$ cat src/rtl/bram_uart_loader.sv
// bram_uart_loader
//   Receives a CR16 program image over an 8N1 UART line and writes it, one
//   16-bit word at a time, into BRAM starting at address 0. When the image is
//   complete O_DONE rises; the top level uses it to release the processor.
//
//   Image byte stream: N[15:8], N[7:0], then N words, each high byte first.
//   With BRAM_LOADER_CHECKSUM_EN defined, one extra byte follows the image and
//   must equal the XOR of every preceding byte, including the two count bytes.
//
// Ports
//   I_CLK               system clock, everything on posedge
//   I_NRESET            asynchronous active-low reset
//   I_UART_RX           serial input, idle high, LSB first
//   O_MEM_DATA          word being written
//   O_MEM_ADDRESS       write address (wraps modulo 2^P_ADDRESS_WIDTH)
//   O_MEM_WRITE_ENABLE  one-cycle write strobe
//   O_LOADING           high from the first header start bit until done/error
//   O_DONE              image written, sticky until reset
//   O_ERROR             framing/length/checksum fault, sticky until reset
//   O_WORD_COUNT        words written so far
//   O_DBG_STATE         loader FSM state, for observation only
//
// Internal byte handshake: the receiver raises rx_valid_q for exactly one
// cycle with rx_byte_q stable in that cycle. There is no ready; the loader
// always consumes the byte in the cycle it is valid (or ignores it when in a
// terminal state).
module bram_uart_loader #(
  parameter int P_CLK_FREQ_HZ   = 50_000_000,
  parameter int P_BAUD_RATE     = 115200,
  parameter int P_DATA_WIDTH    = 16,
  parameter int P_ADDRESS_WIDTH = 10
) (
  input  logic                       I_CLK,
  input  logic                       I_NRESET,
  input  logic                       I_UART_RX,
  output logic [P_DATA_WIDTH-1:0]    O_MEM_DATA,
  output logic [P_ADDRESS_WIDTH-1:0] O_MEM_ADDRESS,
  output logic                       O_MEM_WRITE_ENABLE,
  output logic                       O_LOADING,
  output logic                       O_DONE,
  output logic                       O_ERROR,
  output logic [15:0]                O_WORD_COUNT,
  output logic [2:0]                 O_DBG_STATE
);

  localparam int          L_DIV       = P_CLK_FREQ_HZ / P_BAUD_RATE;
  localparam logic [15:0] L_FULL_M1   = 16'(L_DIV - 1);
  localparam logic [15:0] L_HALF_M1   = 16'((L_DIV / 2) - 1);
  localparam logic [16:0] L_MAX_WORDS = 17'(2 ** P_ADDRESS_WIDTH);

  // ---------------------------------------------------------------------
  // RX synchronizer; reset to the idle level so reset never looks like a
  // start bit.
  // ---------------------------------------------------------------------
  logic rx_meta_q, rx_sync_q, rx_prev_q;

  always_ff @(posedge I_CLK or negedge I_NRESET) begin
    if (!I_NRESET) begin
      rx_meta_q <= 1'b1;
      rx_sync_q <= 1'b1;
      rx_prev_q <= 1'b1;
    end else begin
      rx_meta_q <= I_UART_RX;
      rx_sync_q <= rx_meta_q;
      rx_prev_q <= rx_sync_q;
    end
  end

  // ---------------------------------------------------------------------
  // Byte receiver
  // ---------------------------------------------------------------------
  typedef enum logic [1:0] {
    R_IDLE  = 2'd0,
    R_START = 2'd1,
    R_DATA  = 2'd2,
    R_STOP  = 2'd3
  } rx_state_t;

  rx_state_t   rx_state_q;
  logic [15:0] rx_cnt_q;
  logic [2:0]  rx_bit_q;
  logic [7:0]  rx_shift_q;
  logic [7:0]  rx_byte_q;
  logic        rx_valid_q;

  // Decoded from registers so the loader can react in the sample cycle
  // itself: error then rises one cycle after the bad stop-bit sample.
  logic rx_frame_err;
  logic rx_start_ok;
  assign rx_frame_err = (rx_state_q == R_STOP) && (rx_cnt_q == L_FULL_M1) && !rx_sync_q;
  assign rx_start_ok  = (rx_state_q == R_START) && (rx_cnt_q == L_HALF_M1) && !rx_sync_q;

  always_ff @(posedge I_CLK or negedge I_NRESET) begin
    if (!I_NRESET) begin
      rx_state_q <= R_IDLE;
      rx_cnt_q   <= '0;
      rx_bit_q   <= '0;
      rx_shift_q <= '0;
      rx_byte_q  <= '0;
      rx_valid_q <= 1'b0;
    end else begin
      rx_valid_q <= 1'b0;
      case (rx_state_q)
        R_IDLE: begin
          if (rx_prev_q && !rx_sync_q) begin
            rx_state_q <= R_START;
            rx_cnt_q   <= '0;
          end
        end
        R_START: begin
          if (rx_cnt_q == L_HALF_M1) begin
            rx_cnt_q <= '0;
            rx_bit_q <= '0;
            // Line back high at mid-start: a glitch, not a start bit.
            rx_state_q <= rx_sync_q ? R_IDLE : R_DATA;
          end else begin
            rx_cnt_q <= rx_cnt_q + 16'd1;
          end
        end
        R_DATA: begin
          if (rx_cnt_q == L_FULL_M1) begin
            rx_cnt_q   <= '0;
            rx_shift_q <= {rx_sync_q, rx_shift_q[7:1]};
            rx_bit_q   <= rx_bit_q + 3'd1;
            if (rx_bit_q == 3'd7) rx_state_q <= R_STOP;
          end else begin
            rx_cnt_q <= rx_cnt_q + 16'd1;
          end
        end
        R_STOP: begin
          if (rx_cnt_q == L_FULL_M1) begin
            rx_cnt_q   <= '0;
            rx_state_q <= R_IDLE;
            if (rx_sync_q) begin
              rx_byte_q  <= rx_shift_q;
              rx_valid_q <= 1'b1;
            end
          end else begin
            rx_cnt_q <= rx_cnt_q + 16'd1;
          end
        end
        default: rx_state_q <= R_IDLE;
      endcase
    end
  end

  // ---------------------------------------------------------------------
  // Image loader FSM
  // ---------------------------------------------------------------------
  typedef enum logic [2:0] {
    S_CNT_HI  = 3'd0,
    S_CNT_LO  = 3'd1,
    S_DATA_HI = 3'd2,
    S_DATA_LO = 3'd3,
    S_FINISH  = 3'd4,  // cycle of the final strobe; done follows it
    S_CHECK   = 3'd5,
    S_DONE    = 3'd6,
    S_ERROR   = 3'd7
  } state_t;

  state_t                     state_q;
  logic [7:0]                 cnt_hi_q;
  logic [15:0]                words_left_q;
  logic [7:0]                 xor_q;
  logic [P_DATA_WIDTH-1:0]    data_q;
  logic [P_ADDRESS_WIDTH-1:0] addr_q;
  logic                       we_q;
  logic                       loading_q;
  logic                       done_q;
  logic                       error_q;
  logic [15:0]                wcnt_q;

  logic [15:0] hdr_count;
  assign hdr_count = {cnt_hi_q, rx_byte_q};

  always_ff @(posedge I_CLK or negedge I_NRESET) begin
    if (!I_NRESET) begin
      state_q      <= S_CNT_HI;
      cnt_hi_q     <= '0;
      words_left_q <= '0;
      xor_q        <= '0;
      data_q       <= '0;
      addr_q       <= '0;
      we_q         <= 1'b0;
      loading_q    <= 1'b0;
      done_q       <= 1'b0;
      error_q      <= 1'b0;
      wcnt_q       <= '0;
    end else begin
      we_q <= 1'b0;
      // Address and count advance in the cycle after the strobe.
      if (we_q) begin
        addr_q <= addr_q + 1'b1;
        wcnt_q <= wcnt_q + 16'd1;
      end
      case (state_q)
        S_CNT_HI: begin
          if (rx_start_ok) loading_q <= 1'b1;
          if (rx_valid_q) begin
            cnt_hi_q <= rx_byte_q;
            xor_q    <= xor_q ^ rx_byte_q;
            state_q  <= S_CNT_LO;
          end
        end
        S_CNT_LO: begin
          if (rx_valid_q) begin
            xor_q <= xor_q ^ rx_byte_q;
            if (hdr_count == 16'd0) begin
`ifdef BRAM_LOADER_CHECKSUM_EN
              state_q <= S_CHECK;
`else
              state_q   <= S_DONE;
              done_q    <= 1'b1;
              loading_q <= 1'b0;
`endif
            end else if ({1'b0, hdr_count} > L_MAX_WORDS) begin
              state_q   <= S_ERROR;
              error_q   <= 1'b1;
              loading_q <= 1'b0;
            end else begin
              words_left_q <= hdr_count;
              state_q      <= S_DATA_HI;
            end
          end
        end
        S_DATA_HI: begin
          if (rx_valid_q) begin
            data_q[15:8] <= rx_byte_q;
            xor_q        <= xor_q ^ rx_byte_q;
            state_q      <= S_DATA_LO;
          end
        end
        S_DATA_LO: begin
          if (rx_valid_q) begin
            data_q[7:0]  <= rx_byte_q;
            xor_q        <= xor_q ^ rx_byte_q;
            we_q         <= 1'b1;
            words_left_q <= words_left_q - 16'd1;
            state_q      <= (words_left_q == 16'd1) ? S_FINISH : S_DATA_HI;
          end
        end
        S_FINISH: begin
`ifdef BRAM_LOADER_CHECKSUM_EN
          state_q <= S_CHECK;
`else
          state_q   <= S_DONE;
          done_q    <= 1'b1;
          loading_q <= 1'b0;
`endif
        end
        S_CHECK: begin
          if (rx_valid_q) begin
            loading_q <= 1'b0;
            if (rx_byte_q == xor_q) begin
              state_q <= S_DONE;
              done_q  <= 1'b1;
            end else begin
              state_q <= S_ERROR;
              error_q <= 1'b1;
            end
          end
        end
        default: ;  // S_DONE / S_ERROR hold until reset
      endcase
      if (rx_frame_err && (state_q != S_DONE) && (state_q != S_ERROR)) begin
        state_q   <= S_ERROR;
        error_q   <= 1'b1;
        loading_q <= 1'b0;
      end
    end
  end

  assign O_MEM_DATA         = data_q;
  assign O_MEM_ADDRESS      = addr_q;
  assign O_MEM_WRITE_ENABLE = we_q;
  assign O_LOADING          = loading_q;
  assign O_DONE             = done_q;
  assign O_ERROR            = error_q;
  assign O_WORD_COUNT       = wcnt_q;
  assign O_DBG_STATE        = state_q;

endmodule

$ cat config.mk
export PLATFORM = sky130hd
export DESIGN_NAME = bram_uart_loader
export DESIGN_NICKNAME = d
export VERILOG_FILES = /design/src/rtl/bram_uart_loader.sv
export SDC_FILE = /design/constraint.sdc
export NUM_CORES = 1
export LEC_CHECK = 0
export BUFFER_PORTS_ARGS = -buffer_cell sky130_fd_sc_hd__buf_2
export CAP_MARGIN = 20
export CORE_UTILIZATION = 60
export DETAILED_ROUTE_END_ITERATION = 10
export GPL_TIMING_DRIVEN = 0
export HOLD_SLACK_MARGIN = 0.02
export PLACE_DENSITY = 0.9
export SYNTH_ARGS = -nofsm -noshare
export SYNTH_HDL_FRONTEND = slang
export SYNTH_SLANG_ARGS = --single-unit
$ cat constraint.sdc
create_clock -name I_CLK -period 2.55 [get_ports I_CLK]
set_input_delay 0.255 -clock I_CLK [delete_from_list [all_inputs] [get_ports I_CLK]]
set_output_delay 0.255 -clock I_CLK [all_outputs]
set_load 0.02 [all_outputs]
==> reports/qor.tcl, run 1 <==
set qor(layout.filler_cells) 601
set qor(hold_path.class) {input pin to asynchronous set/reset pin}
set qor(cts_buffer_depth) 2
set qor(worst_ir_drop_vdd_mv) 0.573
set qor(gr-total-overflow) 0
set qor(cts-root-buf) {sky130_fd_sc_hd__clkbuf_8}
set qor(layout-area-overhead-vs-synth_pct) 20.2
set qor(synth.largest_area_cell) {sky130_fd_sc_hd__dfrtp_1}
set qor(timing.clock.skew_ps) 8.45
set qor(drtPass1Iterations) 5
set qor(route.detailed.vias_per_inst) 6.36
set qor(die-width_um) 101
set qor(final_hold_viol_count) 0
set qor(cts_sinks) 122
set qor(finalWeightedCongestion) 0.928
set qor(die_area_sq_um) 10200
set qor(cellPowerDensity_nw_per_um2) 716
set qor(ranking_of_synthesized_cells_by_area) {sky130_fd_sc_hd__dfrtp_1, sky130_fd_sc_hd__mux2_2, sky130_fd_sc_hd__xnor2_1, sky130_fd_sc_hd__nand2_1, sky130_fd_sc_hd__a21oi_1}
set qor(synth-edff-count) 0
set qor(p_leak_nw) 3.44
set qor(insertedDiodeCount) 0
set qor(remaining_drc_errors) 0
set qor(failed_checks) {setup timing}
set qor(io_pins) 52
set qor(critical_path_class) {register to register}
set qor(yosysUniqueCellTypes) 61
set qor(post_route_cells_drive_above_1_share_pct) 25.6
set qor(layoutNonFillerInstCount) 777
set qor(initial_utilization_pct) 63.1
set qor(final_layout_net_count) 647
set qor(status) {finished with violations}
set qor(floorplan.die.height_um) 101
set qor(proportion_of_synthesized_flip_flops_having_asynchronous_set_or_reset_pct) 100
set qor(worst_ep_required_time_ps) 2940
set qor(design_power_total_w) 0.00509
set qor(synthTopCellsByCount) {sky130_fd_sc_hd__dfrtp_1, sky130_fd_sc_hd__nand2_1, sky130_fd_sc_hd__mux2_2}
set qor(postSynthNetCount) 569
set qor(arrival_ps) 2950
set qor(cts-buffers-inserted) 17
set qor(first_global_vias) 4980
set qor(register_to_register_path_depth) 6
set qor(cts_htree_levels) 4
set qor(min_period_over_period_pct) 100
set qor(finalSetupViolations) 1
set qor(worst_setup_hold_path_clk_slew_ps) 60
set qor(yosys_most_used_dff) {sky130_fd_sc_hd__dfrtp_1}
set qor(grt_first_pass_wirelength_mm) 24.7
set qor(final.hold.worst_slack_ps) 248
set qor(maxSlewHeadroom_pct) 27.6
set qor(post-dp-hpwl_mm) 9.06
set qor(maxSlewViolCount) 0
set qor(place_inst) 739
set qor(portBuffers) 51
set qor(placementRows) 35
set qor(critical_path.endpoint_type) {register}
set qor(fmaxAchievable_ghz) 0.390
set qor(post_synth.cell_area_avg_sq_um) 10.6
set qor(tritoncts) {done}
set qor(critical_path_peak_fanout) 8
set qor(detailedRoute.firstIterationViolations) 700
set qor(tightestPinTransition_ps) 1080
set qor(synthMostInstantiatedCell) {sky130_fd_sc_hd__dfrtp_1}
set qor(fp.coreArea_sq_um) 9370
set qor(synth.yosys.seq_area_share_pct) 51.7
set qor(layout_setup_ws_ps) -11.4
set qor(synthesis.area_sq_um) 5910
set qor(netlist.area_leader.share_pct) 50.4
set qor(fin_setup_tns_ps) -11.4
set qor(worst_setup_path_start_kind) {register}
set qor(clock_insertion_delay_worst_skew_ps) 520
set qor(antenna_found_initial) 0
set qor(track_usage_pct) 31.7
set qor(max_cap_viol_count) 0
set qor(route.antenna.remaining_nets) 0
set qor(fin_crit_period_ps) 2560
set qor(routedWlPerCell_um) 19.9
set qor(yosys_warnings) 0
set qor(synth_seq_cells) 122
set qor(num_vias) 4944
set qor(largest_net_degree_at_the_start_of_global_routing) 72
set qor(preCtsSetupSlack_ps) -113
set qor(synthCells) 557
set qor(drt-total-wl_mm) 15.5
-- power breakdown --
part           switching, W  total, W  internal, W
Sequential        0.0000421   0.00203      0.00199
Clock              0.000968   0.00251      0.00154
Combinational      0.000385  0.000552     0.000167
Total               0.00140   0.00509      0.00369
-- critical path, cell delays in order, from the launching register on --
cell and delay (ps):
sky130_fd_sc_hd__dfrtp_1 490, sky130_fd_sc_hd__or4_4 600, sky130_fd_sc_hd__o311a_4 400, sky130_fd_sc_hd__a2111oi_4 360, sky130_fd_sc_hd__buf_4 180, sky130_fd_sc_hd__a21boi_0 260, sky130_fd_sc_hd__o21ai_0 130
-- repair_timing --
| item | 4_1_cts | 5_1_grt |
|---|---|---|
| endpoints found under the setup margin | 39 | 35 |
| pin swaps | 2 | 2 |
| hold buffers | 2 | 0 |
| setup buffers | 2 | 6 |
| hold endpoints to repair | 49 | 0 |
| gates resized for setup | 3 | 13 |
-- state kept, by name (all words and copies together) (netlist names), named ones only --
| register | count |
|---|---|
| xor_q | 8 |
| O_DONE | 1 |
| rx_prev_q | 1 |
| O_MEM_ADDRESS | 10 |
| O_MEM_WRITE_ENABLE | 1 |
| rx_shift_q | 8 |
| rx_meta_q | 1 |
| rx_state_q | 1 |
| O_LOADING | 1 |
| O_DBG_STATE | 3 |
| rx_sync_q | 1 |
| rx_valid_q | 1 |
| rx_cnt_q | 16 |
| O_ERROR | 1 |
| rx_byte_q | 8 |
| words_left_q | 16 |
| O_WORD_COUNT | 16 |
| cnt_hi_q | 8 |
| O_MEM_DATA | 16 |
| rx_bit_q | 3 |
-- placed cells by master, fill, tap and decap left out, drive strengths merged, types with 9 or more instances in the layout --
cell and n:
and3 9, nand2 60, mux2 42, o22ai 13, dfrtp 119, a21oi 40
o21ai 20, ha 9, buf 68, nor2 25, nor4 11, clkbuf 34
nand4 14, nand3 22, inv 26, xnor2 38
-- metal layers --
layer,vias up,GRT usage [%],routed length [um]
met1,2431,39.5,6120
met2,288,52.6,7740
met5,-,0,0
met3,61,7.25,1140
li1,2164,-,-
met4,0,14.9,469
-- cell type report --
type | count | area [sq um] | share of cell area [%]
repair buffers | 64 | 379 | 5.34
plain buffers | 22 | 103 | 1.44
inverters | 20 | 75.1 | 1.06
well taps | 129 | 161 | 2.27
clock inverters | 14 | 183 | 2.57
clock buffers | 18 | 428 | 6.03
flip-flops and latches | 122 | 3060 | 43.1
multi-input cells | 388 | 2710 | 38.2
-- kinds of logic after synthesis --
kind of cell,Yosys count,synth area share (%)
and+or+nand+nor,183,16.8
DFF,122,51.7
AOI/OAI and AO/OA,110,11.8
buffers and inverters,47,3.24
xor gates and xnor gates,43,6.37
muxes,43,8.17
adders and majority gates,9,1.91
-- per-stage QoR --
step / instance area, sq um / utilization, %
final: 7100 / 75.8
after global routing: 7100 / 75.8
after CTS: 7030 / 75.0
after detailed placement: 6360 / 67.9
after global placement: 6330 / 67.5
after floorplan: 5910 / -
-- worst paths after layout --
check | from | to | slack (ps)
max | rx_byte_q[2] | words_left_q[0] | -10
min | I_NRESET | O_MEM_ADDRESS[3] | 250
max reg2reg | rx_byte_q[2] | words_left_q[0] | -10
min reg2reg | rx_meta_q | rx_sync_q | 360
max in group asynchronous | I_NRESET | xor_q[6] | 1590
min in group I_CLK | rx_meta_q | rx_sync_q | 360
No activity file was read; power rests on OpenSTA's default activity.
==> inputs of run 2 (changes only) <==
--- a/config.mk
+++ b/config.mk
@@ -5,13 +5,14 @@
 export SDC_FILE = /design/constraint.sdc
 export NUM_CORES = 1
 export LEC_CHECK = 0
+export ABC_AREA = 1
 export BUFFER_PORTS_ARGS = -buffer_cell sky130_fd_sc_hd__buf_2
 export CAP_MARGIN = 20
-export CORE_UTILIZATION = 60
+export CORE_UTILIZATION = 54
 export DETAILED_ROUTE_END_ITERATION = 10
 export GPL_TIMING_DRIVEN = 0
 export HOLD_SLACK_MARGIN = 0.02
-export PLACE_DENSITY = 0.9
+export PLACE_DENSITY = 0.86
 export SYNTH_ARGS = -nofsm -noshare
 export SYNTH_HDL_FRONTEND = slang
 export SYNTH_SLANG_ARGS = --single-unit
==> constraint.sdc (replaced) <==
create_clock -name I_CLK -period 2.1 [get_ports I_CLK]
set_input_delay 0.21 -clock I_CLK [delete_from_list [all_inputs] [get_ports I_CLK]]
set_output_delay 0.21 -clock I_CLK [all_outputs]
set_load 0.02 [all_outputs]
==> reports/qor.tcl, run 2 <==
set qor(synthesis.area_sq_um) 6230 ;# was 5910 sq um
set qor(crit_family) {simple AND/OR/NAND/NOR gates} ;# was compound AO/OA/AOI/OAI gates
set qor(fmaxAchievable_ghz) 0.546 ;# was 0.390 GHz
set qor(routedWlPerCell_um) 14.4 ;# was 19.9 um
set qor(yosysUniqueCellTypes) 38 ;# was 61
set qor(portBuffers) 51 ;# unchanged
set qor(detailedRoute.firstIterationViolations) 384 ;# was 700
set qor(worst_ep_required_time_ps) 2380 ;# was 2940 ps
set qor(critical-path-top-cell-by-count) {sky130_fd_sc_hd__nand2_1}
set qor(antenna_found_initial) 0 ;# unchanged
set qor(layout_common_cells) {sky130_fd_sc_hd__nand2_1, sky130_fd_sc_hd__dfrtp_1, sky130_fd_sc_hd__nor2_1} ;# was sky130_fd_sc_hd__dfrtp_1, sky130_fd_sc_hd__nand2_1, sky130_fd_sc_hd__buf_2
set qor(critical_path_peak_fanout) 9 ;# was 8
set qor(finalWeightedCongestion) 0.941 ;# was 0.928
set qor(post_cts_resize_count) 0 ;# was 3
set qor(yosys_warnings) 0 ;# unchanged
set qor(synthCells) 788 ;# was 557
set qor(route.antenna.remaining_nets) 0 ;# unchanged
set qor(cp.buffers_inverters) 0 ;# was 1
set qor(finish.utilization_pct) 66.4 ;# was 75.8%
set qor(die-width_um) 109 ;# was 101 um
set qor(synth.largest_area_cell) {sky130_fd_sc_hd__dfrtp_1} ;# unchanged
set qor(layout-area-overhead-vs-synth_pct) 17.6 ;# was 20.2%
set qor(grt_first_pass_wirelength_mm) 24.9 ;# was 24.7 mm
set qor(cts_sinks) 122 ;# unchanged
set qor(synth-edff-count) 0 ;# unchanged
set qor(cp_cell_sequence) {nor2_1 > nand2_1 > nor2_1 > nand2_1 > nand2_1 > nand2_1 > a21oi_2 > o21ai_0} ;# was or4_4 > o311a_4 > a2111oi_4 > buf_4 > a21boi_0 > o21ai_0
set qor(status) {complete, no violations} ;# was finished with violations
set qor(p_leak_nw) 3.81 ;# was 3.44 nW
set qor(post_synth.cell_area_avg_sq_um) 7.90 ;# was 10.6 sq um
set qor(cts_htree_levels) 4 ;# unchanged
set qor(max_cap_viol_count) 0 ;# unchanged
set qor(largest_net_degree_at_the_start_of_global_routing) 100 ;# was 72
set qor(first_global_vias) 5355 ;# was 4980
set qor(critical_path_class) {register to register} ;# unchanged
set qor(route.detailed.vias_per_inst) 5.41 ;# was 6.36
set qor(rsz0062_at_grt) {false}
set qor(worst_ir_drop_vdd_mv) 0.822 ;# was 0.573 mV
set qor(num_vias) 5486 ;# was 4944
set qor(timing.clock.skew_ps) 10.0 ;# was 8.45 ps
set qor(synthTopCellsByCount) {sky130_fd_sc_hd__nand2_1, sky130_fd_sc_hd__dfrtp_1, sky130_fd_sc_hd__nor2_1} ;# was sky130_fd_sc_hd__dfrtp_1, sky130_fd_sc_hd__nand2_1, sky130_fd_sc_hd__mux2_2
set qor(layoutNonFillerInstCount) 1014 ;# was 777
set qor(clock_insertion_delay_worst_skew_ps) 420 ;# was 520 ps
set qor(min_period_over_period_pct) 87.3 ;# was 100%
set qor(fin_crit_period_ps) 1830 ;# was 2560 ps
set qor(synth_seq_cells) 122 ;# unchanged
set qor(worst_setup_path_start_kind) {register} ;# unchanged
set qor(drtPass1Iterations) 7 ;# was 5
set qor(critical_path.endpoint_type) {register} ;# unchanged
set qor(maxSlewViolCount) 0 ;# unchanged
set qor(synthMostInstantiatedCell) {sky130_fd_sc_hd__nand2_1} ;# was sky130_fd_sc_hd__dfrtp_1
set qor(arrival_ps) 2110 ;# was 2950 ps
set qor(crit_path_max_incr_delay_ps) 450 ;# was 600 ps
set qor(cts_post_setup_buffers_inserted) 0 ;# was 2
set qor(postSynthNetCount) 800 ;# was 569
set qor(layout.cells.most_common) {sky130_fd_sc_hd__nand2_1} ;# was sky130_fd_sc_hd__dfrtp_1
set qor(synth.yosys.seq_area_share_pct) 49.1 ;# was 51.7%
set qor(floorplan.die.height_um) 109 ;# was 101 um
set qor(insertedDiodeCount) 0 ;# unchanged
set qor(yosys_most_used_dff) {sky130_fd_sc_hd__dfrtp_1} ;# unchanged
set qor(placementRows) 38 ;# was 35
set qor(cts-buffers-inserted) 17 ;# unchanged
set qor(fp.coreArea_sq_um) 11000 ;# was 9370 sq um
set qor(final.hold.worst_slack_ps) 211 ;# was 248 ps
set qor(io_pins) 52 ;# unchanged
set qor(gr-total-overflow) 0 ;# unchanged
set qor(hold_path.class) {input pin to asynchronous set/reset pin} ;# unchanged
set qor(drt-total-wl_mm) 14.6 ;# was 15.5 mm
set qor(die_area_sq_um) 12000 ;# was 10200 sq um
set qor(proportion_of_synthesized_flip_flops_having_asynchronous_set_or_reset_pct) 100 ;# unchanged
set qor(ranking_of_synthesized_cells_by_area) {sky130_fd_sc_hd__dfrtp_1, sky130_fd_sc_hd__nand2_1, sky130_fd_sc_hd__o21ai_0, sky130_fd_sc_hd__nor2_1, sky130_fd_sc_hd__inv_1} ;# was sky130_fd_sc_hd__dfrtp_1, sky130_fd_sc_hd__mux2_2, sky130_fd_sc_hd__xnor2_1, sky130_fd_sc_hd__nand2_1, sky130_fd_sc_hd__a21oi_1
set qor(post-dp-hpwl_mm) 9.94 ;# was 9.06 mm
set qor(finalSetupViolations) 0 ;# was 1
set qor(worst_setup_hold_path_clk_slew_ps) 60 ;# about the same
set qor(cts_buffer_depth) 2 ;# unchanged
set qor(layout_cell_area_excl_fill_sq_um) 7320 ;# was 7100 sq um
set qor(post_route_cells_drive_above_1_share_pct) 13.5 ;# was 25.6%
set qor(place_area_sq_um) 6690 ;# was 6360 sq um
set qor(tightestPinTransition_ps) 476 ;# was 1080 ps
set qor(track_usage_pct) 26.9 ;# was 31.7%
set qor(final_hold_viol_count) 0 ;# unchanged
set qor(cts-root-buf) {sky130_fd_sc_hd__clkbuf_16} ;# was sky130_fd_sc_hd__clkbuf_8
set qor(tritoncts) {done} ;# unchanged
set qor(cellPowerDensity_nw_per_um2) 804 ;# was 716 nW/um^2
set qor(critical-path-slowest-cell) {sky130_fd_sc_hd__dfrtp_1} ;# was sky130_fd_sc_hd__or4_4
set qor(netlist.area_leader.share_pct) 47.8 ;# was 50.4%
set qor(remaining_drc_errors) 0 ;# unchanged
set qor(maxSlewHeadroom_pct) 68.2 ;# was 27.6%
set qor(final_layout_net_count) 873 ;# was 647
set qor(place_inst) 980 ;# was 739
set qor(fin_setup_tns_ps) 0 ;# was -11.4 ps
set qor(initial_utilization_pct) 56.5 ;# was 63.1%
[run 2: changes by cell type after synthesis, moves of 13 or more]
| cell | before | now |
|---|---|---|
| sky130_fd_sc_hd__inv_1 | 20 | 86 |
| sky130_fd_sc_hd__o21ai_0 | 19 | 82 |
| sky130_fd_sc_hd__nand3_1 | 22 | 44 |
| sky130_fd_sc_hd__xor2_1 | 5 | 21 |
| sky130_fd_sc_hd__xnor2_1 | 38 | 14 |
| sky130_fd_sc_hd__nand2_1 | 60 | 232 |
| sky130_fd_sc_hd__clkbuf_1 | 19 | 6 |
| sky130_fd_sc_hd__a21oi_1 | 40 | 11 |
| sky130_fd_sc_hd__nor2_1 | 24 | 88 |
| sky130_fd_sc_hd__mux2_2 | 42 | 0 |
[run 2: layout make-up]
| cell class | instances | area, sq um |
|---|---|---|
| well taps | 140 | 175 |
| clock buffers | 19 | 433 |
| plain buffers | 18 | 114 |
| repair buffers | 54 | 309 |
| multi-input cells | 561 | 2730 |
| clock inverters | 13 | 176 |
| inverters | 87 | 327 |
| flip-flops and latches | 122 | 3060 |
| fillers | 842 | 3710 |
[run 2: worst paths after layout]
kind / start / to / slack [ps] / cells after the start
min reg2reg: rx_meta_q / rx_sync_q / 360 / 0
max reg2reg: rx_byte_q[3] / words_left_q[14] / 270 / 8
min: I_NRESET / O_MEM_ADDRESS[4] / 210 / 2
max: rx_byte_q[3] / words_left_q[14] / 270 / 8
max in group asynchronous: I_NRESET / rx_meta_q / 1140 / 3
min in group I_CLK: rx_meta_q / rx_sync_q / 360 / 0
[run 2: per-stage QoR]
stage	total power, W	worst slack (ps)
final	0.00589	267
after global placement	0.00288	-662
after floorplan	0.00275	522
after global routing	0.00608	21.4
after detailed placement	0.00291	259
after CTS	0.00591	246
[run 2: metal layers]
layer / track usage (%) / vias to the layer above / routed length, um
met2: 45.1 / 181 / 7250
met5: 0 / - / 0
met1: 33.1 / 2600 / 6050
met3: 6.58 / 41 / 937
met4: 11.7 / 0 / 384
li1: - / 2664 / -
[run 2: kinds of logic after synthesis]
family	Yosys count	synth area share, %
adders and majority gates	9	1.81
and+or+nand+nor	408	27.8
buffers and inverters	105	7.07
xor gates and xnor gates	35	4.92
AOI/OAI and AO/OA	109	9.36
DFF	122	49.1
[run 2: what timing repair did]
action | CTS | global route
setup endpoints to repair | 0 | 0
hold buffers | 2 | 0
hold endpoints to repair | 24 | 0
[run 2: where the power goes]
group          internal, W  switching, W  total, W
Clock              0.00197       0.00104   0.00301
Combinational     0.000129      0.000298  0.000428
Sequential         0.00240     0.0000490   0.00245
==> inputs of run 3 (changes only) <==
--- a/config.mk
+++ b/config.mk
@@ -8,11 +8,14 @@
 export ABC_AREA = 1
 export BUFFER_PORTS_ARGS = -buffer_cell sky130_fd_sc_hd__buf_2
 export CAP_MARGIN = 20
+export CORE_MARGIN = 4
 export CORE_UTILIZATION = 54
 export DETAILED_ROUTE_END_ITERATION = 10
 export GPL_TIMING_DRIVEN = 0
 export HOLD_SLACK_MARGIN = 0.02
 export PLACE_DENSITY = 0.86
+export SKIP_LAST_GASP = 1
+export SLEW_MARGIN = 0
 export SYNTH_ARGS = -nofsm -noshare
 export SYNTH_HDL_FRONTEND = slang
 export SYNTH_SLANG_ARGS = --single-unit
==> reports/qor.tcl, run 3 (synthesis results as in run 2) <==
set qor(crit_path_max_incr_delay_ps) 440 ;# was 450 ps
set qor(final_hold_viol_count) 0 ;# unchanged
set qor(register_to_register_path_depth) 9 ;# was 8
set qor(critical-path-slowest-cell) {sky130_fd_sc_hd__dfrtp_1} ;# unchanged
set qor(route.antenna.remaining_nets) 0 ;# unchanged
set qor(critical-path-top-cell-by-count) {sky130_fd_sc_hd__nand2_1} ;# unchanged
set qor(critical_path_peak_fanout) 9 ;# unchanged
set qor(busiest_layer) {met2} ;# unchanged
set qor(cts_htree_levels) 4 ;# unchanged
set qor(p_leak_nw) 3.81 ;# about the same
set qor(layout_common_cells) {sky130_fd_sc_hd__nand2_1, sky130_fd_sc_hd__dfrtp_1, sky130_fd_sc_hd__nor2_1} ;# unchanged
set qor(clock_insertion_delay_worst_skew_ps) 410 ;# was 420 ps
set qor(tightestPinTransition_ps) 530 ;# was 476 ps
set qor(track_usage_pct) 23.0 ;# was 26.9%
set qor(reg2reg_from) {rx_byte_q[3]} ;# unchanged
set qor(post_route_cells_drive_above_1_share_pct) 13.6 ;# was 13.5%
set qor(gr-total-overflow) 0 ;# unchanged
set qor(layout.cells.most_common) {sky130_fd_sc_hd__nand2_1} ;# unchanged
set qor(die_area_sq_um) 13300 ;# was 12000 sq um
set qor(critical_path_class) {register to register} ;# unchanged
set qor(cts-buffers-inserted) 17 ;# unchanged
set qor(design_power_total_w) 0.00585 ;# was 0.00589 W
set qor(cp_cell_sequence) {nor2_1 > nand2_1 > nor2_1 > nand2_1 > nand2_1 > nand2_1 > a21oi_2 > nand2_1 > nand2_1} ;# was nor2_1 > nand2_1 > nor2_1 > nand2_1 > nand2_1 > nand2_1 > a21oi_2 > o21ai_0
set qor(finalWeightedCongestion) 0.914 ;# was 0.941
set qor(cts_buffer_depth) 2 ;# unchanged
set qor(setup.worst_path.end) {words_left_q[0]} ;# was words_left_q[14]
set qor(initial_utilization_pct) 56.2 ;# was 56.5%
set qor(final_layout_net_count) 873 ;# unchanged
set qor(fmaxAchievable_ghz) 0.524 ;# was 0.546 GHz
set qor(routedWlPerCell_um) 14.2 ;# was 14.4 um
set qor(cts-root-buf) {sky130_fd_sc_hd__clkbuf_16} ;# unchanged
set qor(first_global_vias) 5169 ;# was 5355
set qor(rsz0062_at_grt) {false} ;# unchanged
set qor(gr-usage-met1_pct) 31.0 ;# was 33.1%
set qor(place_inst) 980 ;# unchanged
set qor(crit-reg2reg-capture) {words_left_q[0]} ;# was words_left_q[14]
set qor(drtPass1Iterations) 5 ;# was 7
set qor(timing.clock.skew_ps) 6.44 ;# was 10.0 ps
set qor(worst_setup_hold_path_clk_slew_ps) 60 ;# about the same
set qor(cellPowerDensity_nw_per_um2) 799 ;# was 804 nW/um^2
set qor(cts_sinks) 122 ;# unchanged
set qor(status) {complete, no violations} ;# unchanged
set qor(die-width_um) 115 ;# was 109 um
set qor(num_vias) 5480 ;# was 5486
set qor(timing.reg2reg.setup_slack_ps) 190 ;# was 270 ps
set qor(crit_path_start) {rx_byte_q[3]} ;# unchanged
set qor(place_area_sq_um) 6690 ;# unchanged
set qor(layout-area-overhead-vs-synth_pct) 17.6 ;# about the same
set qor(max_cap_viol_count) 0 ;# unchanged
set qor(tritoncts) {done} ;# unchanged
set qor(layoutNonFillerInstCount) 1014 ;# unchanged
set qor(layout_cell_area_excl_fill_sq_um) 7330 ;# was 7320 sq um
set qor(detailedRoute.firstIterationViolations) 529 ;# was 384
set qor(largest_net_degree_at_the_start_of_global_routing) 67 ;# was 100
set qor(crit_family) {simple AND/OR/NAND/NOR gates} ;# unchanged
set qor(worst_setup_path_start_kind) {register} ;# unchanged
set qor(critical_path.endpoint_type) {register} ;# unchanged
set qor(floorplan.die.height_um) 115 ;# was 109 um
set qor(grt_first_pass_wirelength_mm) 24.3 ;# was 24.9 mm
set qor(placementRows) 38 ;# unchanged
set qor(met3_usage_pct) 5.37 ;# was 6.58%
set qor(arrival_ps) 2250 ;# was 2110 ps
set qor(hold_path.class) {input pin to asynchronous set/reset pin} ;# unchanged
set qor(route.detailed.vias_per_inst) 5.40 ;# was 5.41
set qor(worst_ep_required_time_ps) 2440 ;# was 2380 ps
set qor(remaining_drc_errors) 0 ;# unchanged
set qor(drt-total-wl_mm) 14.4 ;# was 14.6 mm
set qor(min_period_over_period_pct) 90.9 ;# was 87.3%
set qor(maxSlewViolCount) 0 ;# unchanged
set qor(antenna_found_initial) 0 ;# unchanged
set qor(path_depth) 9 ;# was 8
set qor(fp.coreArea_sq_um) 11100 ;# was 11000 sq um
set qor(maxSlewHeadroom_pct) 64.7 ;# was 68.2%
set qor(cts_post_setup_buffers_inserted) 0 ;# unchanged
set qor(io_pins) 52 ;# unchanged
set qor(insertedDiodeCount) 0 ;# unchanged
set qor(fin_crit_period_ps) 1910 ;# was 1830 ps
set qor(finalSetupViolations) 0 ;# unchanged
set qor(portBuffers) 51 ;# unchanged
set qor(worst_ir_drop_vdd_mv) 0.683 ;# was 0.822 mV
set qor(grt_use_met2_pct) 36.5 ;# was 45.1%
set qor(cp.buffers_inverters) 0 ;# unchanged
set qor(post-dp-hpwl_mm) 9.94 ;# about the same
## run 3: metal layers
layer	up-vias	share of wire [%]
li1	2653	-
met1	2569	42
met2	229	48
met3	29	8.2
met4	0	2.1
met5	-	0
## run 3: stage by stage
stage          TNS, ps  setup WS (ps)  hold slack (ps)  utilization [%]
2_1_floorplan        0            522            -85.6                -
3_3_place_gp    -78930           -671              316             60.1
3_5_place_dp         0            247              207             60.4
4_1_cts              0            223              346             66.1
5_1_grt              0           74.9              364             66.1
6_report             0            192              330             66.1
## run 3: worst min path at each step
stage	start	endpoint	slack, ps	cells past startpoint
final	I_NRESET	O_MEM_ADDRESS[0]	330	2
after global routing	rx_meta_q	rx_sync_q	360	0
after CTS	I_NRESET	O_MEM_ADDRESS[0]	350	2
after detailed placement	I_NRESET	O_MEM_ADDRESS[0]	210	1
after global placement	I_UART_RX	rx_meta_q	320	1
after floorplan	I_NRESET	O_DBG_STATE[0]	-90	0
## run 3: what timing repair did
action	in CTS	in global routing
hold endpoints to repair	57	0
hold buffers	2	0
gates resized for setup	0	0
## run 3: area by class of cell
| type | instances | area (sq um) |
|---|---|---|
| tap | 140 | 175 |
| clock inverter | 11 | 144 |
| fill | 884 | 3750 |
| buffer | 18 | 114 |
| timing repair buffer | 54 | 309 |
| clock buffer | 21 | 470 |
| sequential | 122 | 3060 |
| multi-input combinational | 561 | 2730 |
| inverter | 87 | 327 |
## run 3: report_power, final
part / internal (W) / switching, W
sequential: 0.00240 / 0.0000457
clock: 0.00195 / 0.00103
combinational: 0.000131 / 0.000293
